[config.mk]
export PLATFORM = sky130hd
export DESIGN_NAME = mem_port_arbiter
export DESIGN_NICKNAME = d
export VERILOG_FILES = /design/src/rtl/mem_port_arbiter.sv
export SDC_FILE = /design/constraint.sdc
export NUM_CORES = 1
export LEC_CHECK = 0
export CORE_MARGIN = 2
export CORE_UTILIZATION = 40
export CTS_CLUSTER_DIAMETER = 50
export DETAILED_ROUTE_END_ITERATION = 6
export HOLD_SLACK_MARGIN = 0.02
export PLACE_DENSITY_LB_ADDON = 0.25
export SYNTH_ARGS = -nofsm -noshare
export SYNTH_HDL_FRONTEND = slang
export SYNTH_SLANG_ARGS = --single-unit
[constraint.sdc]
create_clock -name clk -period 2.2 [get_ports clk]
set_clock_uncertainty 0.1 [all_clocks]
set_input_delay 0.33 -clock clk [delete_from_list [all_inputs] [get_ports clk]]
set_output_delay 0.33 -clock clk [all_outputs]
set_load 0.05 [all_outputs]
[src/rtl/mem_port_arbiter.sv]
// Round-robin sharing of one fixed-latency memory port between instruction fetch and load/store.
// Accept-to-valid is LATENCY+1 cycles; a requester sees ready low while any access is in flight.
module mem_port_arbiter #(
  parameter int ADDR_W  = 32,
  parameter int DATA_W  = 32,
  parameter int LATENCY = 4
) (
  input  logic              clk,
  input  logic              reset,
  input  logic              i_req,
  input  logic [ADDR_W-1:0] i_addr,
  output logic              i_ready,
  output logic              i_valid,
  output logic [DATA_W-1:0] i_rdata,
  input  logic              d_req,
  input  logic              d_we,
  input  logic [ADDR_W-1:0] d_addr,
  input  logic [DATA_W-1:0] d_wdata,
  output logic              d_ready,
  output logic              d_valid,
  output logic [DATA_W-1:0] d_rdata,
  output logic              mem_read,
  output logic              mem_write,
  output logic [ADDR_W-1:0] mem_addr,
  output logic [DATA_W-1:0] mem_din,
  input  logic [DATA_W-1:0] mem_dout,
  output logic              busy
);

  localparam int CNT_W = $clog2(LATENCY + 1);
  localparam logic [CNT_W-1:0] CNT_LOAD = CNT_W'(LATENCY - 1);

  localparam logic [1:0] S_IDLE   = 2'd0;
  localparam logic [1:0] S_BUSY_I = 2'd1;
  localparam logic [1:0] S_BUSY_D = 2'd2;

  localparam logic OWN_I = 1'b0;
  localparam logic OWN_D = 1'b1;

  logic [1:0]        state_q, state_d;
  logic [CNT_W-1:0]  cnt_q, cnt_d;
  logic              last_owner_q, last_owner_d;
  logic [ADDR_W-1:0] addr_q, addr_d;
  logic [DATA_W-1:0] wdata_q, wdata_d;
  logic              we_q, we_d;
  logic [DATA_W-1:0] i_rdata_q, i_rdata_d;
  logic [DATA_W-1:0] d_rdata_q, d_rdata_d;
  logic              i_valid_q, i_valid_d;
  logic              d_valid_q, d_valid_d;

  logic idle;
  logic grant_i;
  logic grant_d;
  logic last_cycle;

  // On contention the side that did not win last time is granted.
  assign idle       = (state_q == S_IDLE);
  assign grant_i    = idle && i_req && (!d_req || (last_owner_q == OWN_D));
  assign grant_d    = idle && d_req && (!i_req || (last_owner_q == OWN_I));
  assign last_cycle = !idle && (cnt_q == '0);

  always_comb begin
    state_d      = state_q;
    cnt_d        = cnt_q;
    last_owner_d = last_owner_q;
    addr_d       = addr_q;
    wdata_d      = wdata_q;
    we_d         = we_q;
    i_rdata_d    = i_rdata_q;
    d_rdata_d    = d_rdata_q;
    i_valid_d    = 1'b0;
    d_valid_d    = 1'b0;

    case (state_q)
      S_IDLE: begin
        if (grant_i) begin
          state_d      = S_BUSY_I;
          cnt_d        = CNT_LOAD;
          last_owner_d = OWN_I;
          addr_d       = i_addr;
        end else if (grant_d) begin
          state_d      = S_BUSY_D;
          cnt_d        = CNT_LOAD;
          last_owner_d = OWN_D;
          addr_d       = d_addr;
          wdata_d      = d_wdata;
          we_d         = d_we;
        end
      end
      S_BUSY_I, S_BUSY_D: begin
        if (last_cycle) begin
          state_d = S_IDLE;
          if (state_q == S_BUSY_I) begin
            i_rdata_d = mem_dout;
            i_valid_d = 1'b1;
          end else begin
            if (!we_q) begin
              d_rdata_d = mem_dout;
            end
            d_valid_d = 1'b1;
          end
        end else begin
          cnt_d = cnt_q - CNT_W'(1);
        end
      end
      default: begin
        state_d = S_IDLE;
        cnt_d   = '0;
      end
    endcase
  end

  always_ff @(posedge clk or negedge reset) begin
    if (!reset) begin
      state_q      <= S_IDLE;
      cnt_q        <= '0;
      last_owner_q <= OWN_D;
      addr_q       <= '0;
      wdata_q      <= '0;
      we_q         <= 1'b0;
      i_rdata_q    <= '0;
      d_rdata_q    <= '0;
      i_valid_q    <= 1'b0;
      d_valid_q    <= 1'b0;
    end else begin
      state_q      <= state_d;
      cnt_q        <= cnt_d;
      last_owner_q <= last_owner_d;
      addr_q       <= addr_d;
      wdata_q      <= wdata_d;
      we_q         <= we_d;
      i_rdata_q    <= i_rdata_d;
      d_rdata_q    <= d_rdata_d;
      i_valid_q    <= i_valid_d;
      d_valid_q    <= d_valid_d;
    end
  end

  // A store pulses the write strobe only in its first busy cycle (count still at its load value).
  assign mem_read  = (state_q == S_BUSY_I) || ((state_q == S_BUSY_D) && !we_q);
  assign mem_write = (state_q == S_BUSY_D) && we_q && (cnt_q == CNT_LOAD);
  assign mem_addr  = addr_q;
  assign mem_din   = wdata_q;

  assign i_ready = grant_i;
  assign d_ready = grant_d;
  assign i_valid = i_valid_q;
  assign d_valid = d_valid_q;
  assign i_rdata = i_rdata_q;
  assign d_rdata = d_rdata_q;
  assign busy    = !idle;

endmodule

==> qor.csv, run 1 <==
stage,metric,value,unit
global_route,grt.total_usage,19.4,%
placed_design,gp_congestion,0.813,
global_route,gr-total-overflow,0,
global_route,grt_pass1_vias,4678,
sta,slew_violations,0,
hold_path,hold_path.class,primary input to async pin,
finish,layout_common_cells,"clkdlybuf4s50_1, dfrtp_1, mux2_2",
finish,final_common_cell,clkdlybuf4s50_1,
clock_network,clockBufferDepth,2,
critical_path,critPathArrivalTime,1670,ps
synth,async_flop_share,100,%
synth,synth.area.top_cells,"dfrtp_1, mux2_2, mux2_4",
critical_path,crit_path_end_kind,output port,
power,clkPwrFrac,17.4,%
clock_network,cts_inserted_buffers,17,
floorplanning,fp.dieArea,15900,um^2
sta,relSlewSlack,62.3,%
synth,synth_edf_count,0,
floorplanning,core,14500,um^2
power,peakVddDrop,0.882,mV
finish,fin_nets,854,
critical_path,slowest_stage,dfrtp_1,
critical_path,cp.required,1770,ps
critical_path,crit_buf_inv,4,
clock_network,clock-root-buffer,clkbuf_16,
finish,fillCellCount,1097,
finish,fin_util,65.9,%
detailed_routing,final_antenna_net_count,0,
critical_path,crit_chain,"inv_2, ha_4, buf_6, nand2_1, a21oi_4, buf_8, buf_12",
detailed_routing,wirelength,15.3,mm
critical_path,crit_type,flip-flop to output port,
outcome,run_status,completed,
synth,synth_top_area_cell,dfrtp_1,
floorplanning,dieHeight,126,um
synth,yosys.cell_types.count,32,
detailed_routing,drtPass1Iterations,4,
critical_path,rr_startpoint,cnt_q[0]$_DFFE_PN0P_,
clock_network,cts.sinks,137,
power,seq_power_share,25.5,%
detailed_routing,via_per_inst,4.91,
floorplanning,floorplan.initialDensity,40.9,%
sta,setup_violations,0,
sta,max_freq,0.477,GHz
power,switching_share,45.6,%
flow_run,max_cap_violations,0,
sta,finalSetupTns,0,ps
detailed_routing,via_count,4481,
critical_path,crit_family,buffers and inverters,
critical_path,cp_max_fo,7,
power,power_switching,8070,uW
placed_design,post-dp-hpwl,11.1,mm
power,p_comb_share,57.1,%
power,p_per_area,1850,nW/um^2
critical_path,start_kind,flip-flop,
finish,areaGrowthSynthToFinish,61.1,%
power,post-layout-total-power,17700,uW
synth,syn_avg_cell_area,13.5,um^2
synth,synthFlopType,dfrtp_1,
placed_design,dp_slack,134,ps
clock_network,htree_levels,4,
detailed_routing,avgRoutedWirePerCell,16.7,um
clock_network,clk_pin_slew_worst_paths,60,ps
synth,synth_nets,580,
sta,period_needed,2100,ps
detailed_routing,drc,0,
power,p_leak,0.00408,uW
critical_path,reg2reg_depth,5,
finish,stdcell_area,9580,um^2
global_route,antenna_found_initial,1,
floorplanning,fp.dieW,126,um
finish,layout-drive-gt1-share,23.5,%
synth,synth-seq-cells,137,
sta,layout_setup_ws,103,ps
synth,ys_seq_area_share,57.7,%
synth,ys.warnings.count,0,
sta,rsz0062_at_grt,false,
floorplanning,num_rows,44,
clock_network,clock_latency,410,ps
critical_path,rr_endpoint,d_rdata[22]$_DFFE_PN0P_,
critical_path,max_stage_delay,410,ps
placed_design,port_buffers,267,
critical_path,rrSetupSlack,260,ps
detailed_routing,drtIter0Drc,217,
clock_network,tritoncts,yes,
placed_design,placed_area,8860,um^2
synth,syn_area,5950,um^2
global_route,grt_pass1_wl,24.2,mm
synth,yosys.area.top_type_share,57.2,%
sta,tightest_slew,564,ps
synth,netlist_instances,440,
power,p_int,9640,uW
sta,min_period_over_period,95.3,%
floorplanning,ios,268,
global_route,grt_max_degree,51,
sta,hold_violations,0,
## state kept, by name, indices dropped and copies added, names as in the netlist
register and count:
cnt_q 3, mem_din 32, i_valid 1, d_valid 1, state_q 2, i_rdata 32, mem_addr 32, we_q 1
last_owner_q 1, d_rdata 32
## stage by stage
stage               std cells  hold slack, ps
floorplan                 440           -65.6
global placement          874             198
detailed placement        874             205
CTS                       909             341
global route              911             365
finish                    912             334
## how the worst max path moves through the flow
stage                              endpoint              startpoint  slack [ps]  depth (start not counted)
finish                              d_ready  state_q[0]$_DFFE_PN0P_         100                          7
global placement    mem_addr[2]$_DFFE_PN0P_                   i_req         160                          5
global route                        d_ready  state_q[0]$_DFFE_PN0P_          30                          7
detailed placement  mem_addr[2]$_DFFE_PN0P_                   i_req         130                          5
CTS                                 d_ready  state_q[0]$_DFFE_PN0P_          10                          7
floorplan            state_q[0]$_DFFE_PN0P_  state_q[0]$_DFFE_PN0P_          10                          8
## layout make-up
| class | instances | area (um^2) | area share, % |
|---|---|---|---|
| sequential | 137 | 3430 | 35.8 |
| antenna | 1 | 2.50 | 0.0261 |
| tap | 184 | 230 | 2.40 |
| multi-input combinational | 263 | 2300 | 24.1 |
| timing repair buffer | 286 | 2930 | 30.6 |
| clock buffer | 22 | 484 | 5.05 |
| clock inverter | 10 | 164 | 1.71 |
| inverter | 9 | 33.8 | 0.353 |
## power by group through the flow
stage	clock [uW]	sequential [uW]	combinational, uW
after floorplan	0	8730	2350
after global placement	0	4490	9930
after detailed placement	0	4560	10100
after CTS	3150	4540	10100
after global routing	3280	4690	10500
final	3080	4520	10100
## synthesized netlist by cell type, types with 2 or more instances
cell,count
a21oi_1,3
a31oi_1,32
buf_1,4
buf_6,12
clkbuf_1,13
dfrtp_1,136
ha_1,7
inv_1,9
mux2_2,69
mux2_4,29
nand2_1,2
nand2_4,2
nor2_1,34
nor2b_1,2
nor3b_1,2
o21ai_0,35
o31ai_1,3
or3b_1,28
or3b_2,5
## layer usage
layer,GRT usage [%],share of wire [%],up-vias
li1,-,-,2121
met1,20.9,37,2161
met2,33.4,52,169
met3,8.20,7.9,30
met4,8.14,3.0,0
met5,0,0,-
## cell families after synthesis
group	count (synthesis)	synth area share [%]
flip-flops	137	57.7
buffers and inverters	40	4.08
AO/OA/AOI/OAI	78	7.62
AND/OR/NAND/NOR	80	8.75
adder cells (fa/ha/maj)	7	1.47
multiplexers	98	20.4
## timing repair
item | in CTS | in global routing
hold buffers | 1 | 0
gates resized for setup | 6 | 2
setup buffers | 2 | 2
hold endpoints to repair | 48 | 0
endpoints found under the setup margin | 2 | 2
No activity file was read; power rests on OpenSTA's default activity.
==> run 2: changes to the inputs <==
Settings changed: PLACE_DENSITY from default to 0.76, PLACE_DENSITY_LB_ADDON 0.25 to default.
==> qor.csv, run 2 (synthesized netlist as in run 1, its figures left out) <==
stage,metric,value,unit,change
global_route,grt_pass1_wl,24.4,mm,+0.80%
outcome,run_status,completed,,
global_route,antenna_found_initial,0,,-1
floorplanning,core,14500,um^2,unchanged
placed_design,gp_congestion,0.793,,-2.4%
detailed_routing,via_per_inst,4.99,,+1.6%
power,power_switching,8130,uW,+0.71%
clock_network,clockBufferDepth,2,,unchanged
finish,fillCellCount,1102,,+0.46%
clock_network,clk_pin_slew_worst_paths,60,ps,about the same
global_route,gr-total-overflow,0,,unchanged
finish,final_common_cell,clkdlybuf4s50_1,,
floorplanning,num_rows,44,,unchanged
placed_design,port_buffers,267,,unchanged
finish,n_antenna_cell,0,,-1
critical_path,rr_startpoint,state_q[1]$_DFFE_PN0P_,,
power,p_int,9340,uW,-3.0%
detailed_routing,drtIter0Drc,147,,-32%
detailed_routing,drc,0,,unchanged
power,clkPwrFrac,16.4,%,-1.0 points
detailed_routing,avgRoutedWirePerCell,16.7,um,about the same
finish,multi_input_area,2300,um^2,-0.11%
global_route,grt_pass1_vias,4679,,+0.021%
sta,hold_violations,0,,unchanged
clock_network,cts.sinks,137,,unchanged
clock_network,tritoncts,yes,,
finish,fin_nets,853,,-0.12%
sta,whs,322,ps,-11.5 ps
floorplanning,ios,268,,unchanged
floorplanning,dieHeight,126,um,unchanged
floorplanning,floorplan.initialDensity,40.9,%,unchanged
finish,layout_common_cells,"clkdlybuf4s50_1, dfrtp_1, mux2_2",,
critical_path,crit_type,flip-flop to output port,,
finish,areaGrowthSynthToFinish,61.2,%,about the same
clock_network,cts_inserted_buffers,17,,unchanged
power,peakVddDrop,0.763,mV,-14%
sta,tightest_slew,563,ps,-1.24 ps
floorplanning,fp.dieArea,15900,um^2,unchanged
critical_path,cp_max_fo,8,,+1
clock_network,htree_levels,4,,unchanged
critical_path,start_kind,flip-flop,,
sta,max_freq,0.477,GHz,about the same
clock_network,clock_latency,410,ps,about the same
sta,rsz0062_at_grt,false,,
global_route,grt.total_usage,19.4,%,-0.026 points
detailed_routing,drtPass1Iterations,4,,unchanged
clock_network,clock-root-buffer,clkbuf_16,,
critical_path,rrSetupSlack,220,ps,-40 ps
sta,relSlewSlack,62.3,%,+0.083 points
detailed_routing,final_antenna_net_count,0,,unchanged
floorplanning,fp.dieW,126,um,unchanged
power,p_comb_share,57.7,%,+0.6 points
power,p_per_area,1820,nW/um^2,-1.4%
sta,min_period_over_period,95.4,%,about the same
hold_path,hold_path.class,primary input to async pin,,
flow_run,max_cap_violations,0,,unchanged
finish,seqCellArea,3430,um^2,unchanged
sta,finalSetupTns,0,ps,unchanged
finish,layout-drive-gt1-share,23.7,%,+0.17 points
sta,slew_violations,0,,unchanged
critical_path,critPathArrivalTime,1670,ps,about the same
power,p_leak,0.00406,uW,-0.33%
critical_path,reg2reg_depth,6,,+1
detailed_routing,wirelength,15.2,mm,-0.24%
critical_path,rr_endpoint,d_rdata[17]$_DFFE_PN0P_,,
global_route,grt_max_degree,66,,+29%
power,switching_share,46.5,%,+0.94 points
critical_path,cp.required,1770,ps,about the same
detailed_routing,via_count,4542,,+1.4%
power,seq_power_share,25.9,%,+0.4 points
sta,period_needed,2100,ps,+0.537 ps
placed_design,post-dp-hpwl,11.1,mm,+0.43%
sta,setup_violations,0,,unchanged
critical_path,crit_path_end_kind,output port,,
-- run 2: critical path, cell delays in order (launching register included) --
cell	delay (ps)
dfrtp_1	410
inv_2	90
ha_2	180
buf_6	130
nand2_2	60
a21oi_4	140
buf_8	130
buf_12	130
-- run 2: layer usage --
metal	vias to the layer above	global-route usage (%)	part of all wire [%]
met5	-	0	0
met4	0	8.66	3.4
met3	39	6.03	7.1
li1	2128	-	-
met1	2187	22.6	39
met2	188	32.9	50
-- run 2: how the worst max path moves through the flow --
stage                                 startpoint                 endpoint  slack, ps  cells past startpoint
final                     state_q[1]$_DFFE_PN0P_                  d_ready        100                      7
after global routing      state_q[1]$_DFFE_PN0P_                  d_ready         10                      7
after floorplan           state_q[0]$_DFFE_PN0P_   state_q[0]$_DFFE_PN0P_         10                      8
after global placement                     i_req  mem_addr[0]$_DFFE_PN0P_        180                      5
after CTS                 state_q[0]$_DFFE_PN0P_                  d_ready         10                      7
after detailed placement                   i_req  mem_addr[1]$_DFFE_PN0P_        130                      5
-- run 2: timing repair --
action,in CTS,in global routing
endpoints found under the hold margin,45,0
buffers inserted,1,3
gates cloned,0,0
endpoints found under the setup margin,2,2
pin swaps,0,0
hold buffers,1,0
gates resized for setup,8,1
-- run 2: per-stage QoR --
stage / utilization [%] / total power (uW) / setup slack, ps / cell area (um^2) / instances
6_report: 65.9 / 17500 / 102 / 9580 / 910
3_5_place_dp: 61.4 / 14600 / 133 / 8920 / 873
5_1_grt: 65.9 / 18300 / 13.2 / 9580 / 910
2_1_floorplan: - / 11100 / 11.2 / 5950 / 440
3_3_place_gp: 61.4 / 14400 / 185 / 8920 / 873
4_1_cts: 65.7 / 17600 / 14.4 / 9560 / 907
-- run 2: layout make-up --
class / instances / share of cell area, %
Tap cell: 184 / 2.40
Clock inverter: 14 / 1.70
Timing Repair Buffer: 285 / 31.2
Multi-Input combinational cell: 263 / 24.0
Inverter: 9 / 0.353
Clock buffer: 18 / 4.58
Sequential cell: 137 / 35.8
-- run 2: power by group through the flow --
stage                     clock network [uW]  registers [uW]  logic, uW
final                                   2860            4530      10100
after global routing                    3050            4700      10500
after CTS                               2930            4540      10100
after detailed placement                   0            4560      10100
after global placement                     0            4470       9920
after floorplan                            0            8730       2350
==> run 3: changes to the inputs <==
Settings changed: SLEW_MARGIN from default to 20.
==> results of run 3 <==
Same layout as run 2: the final DEF is identical, and so are final timing and power.
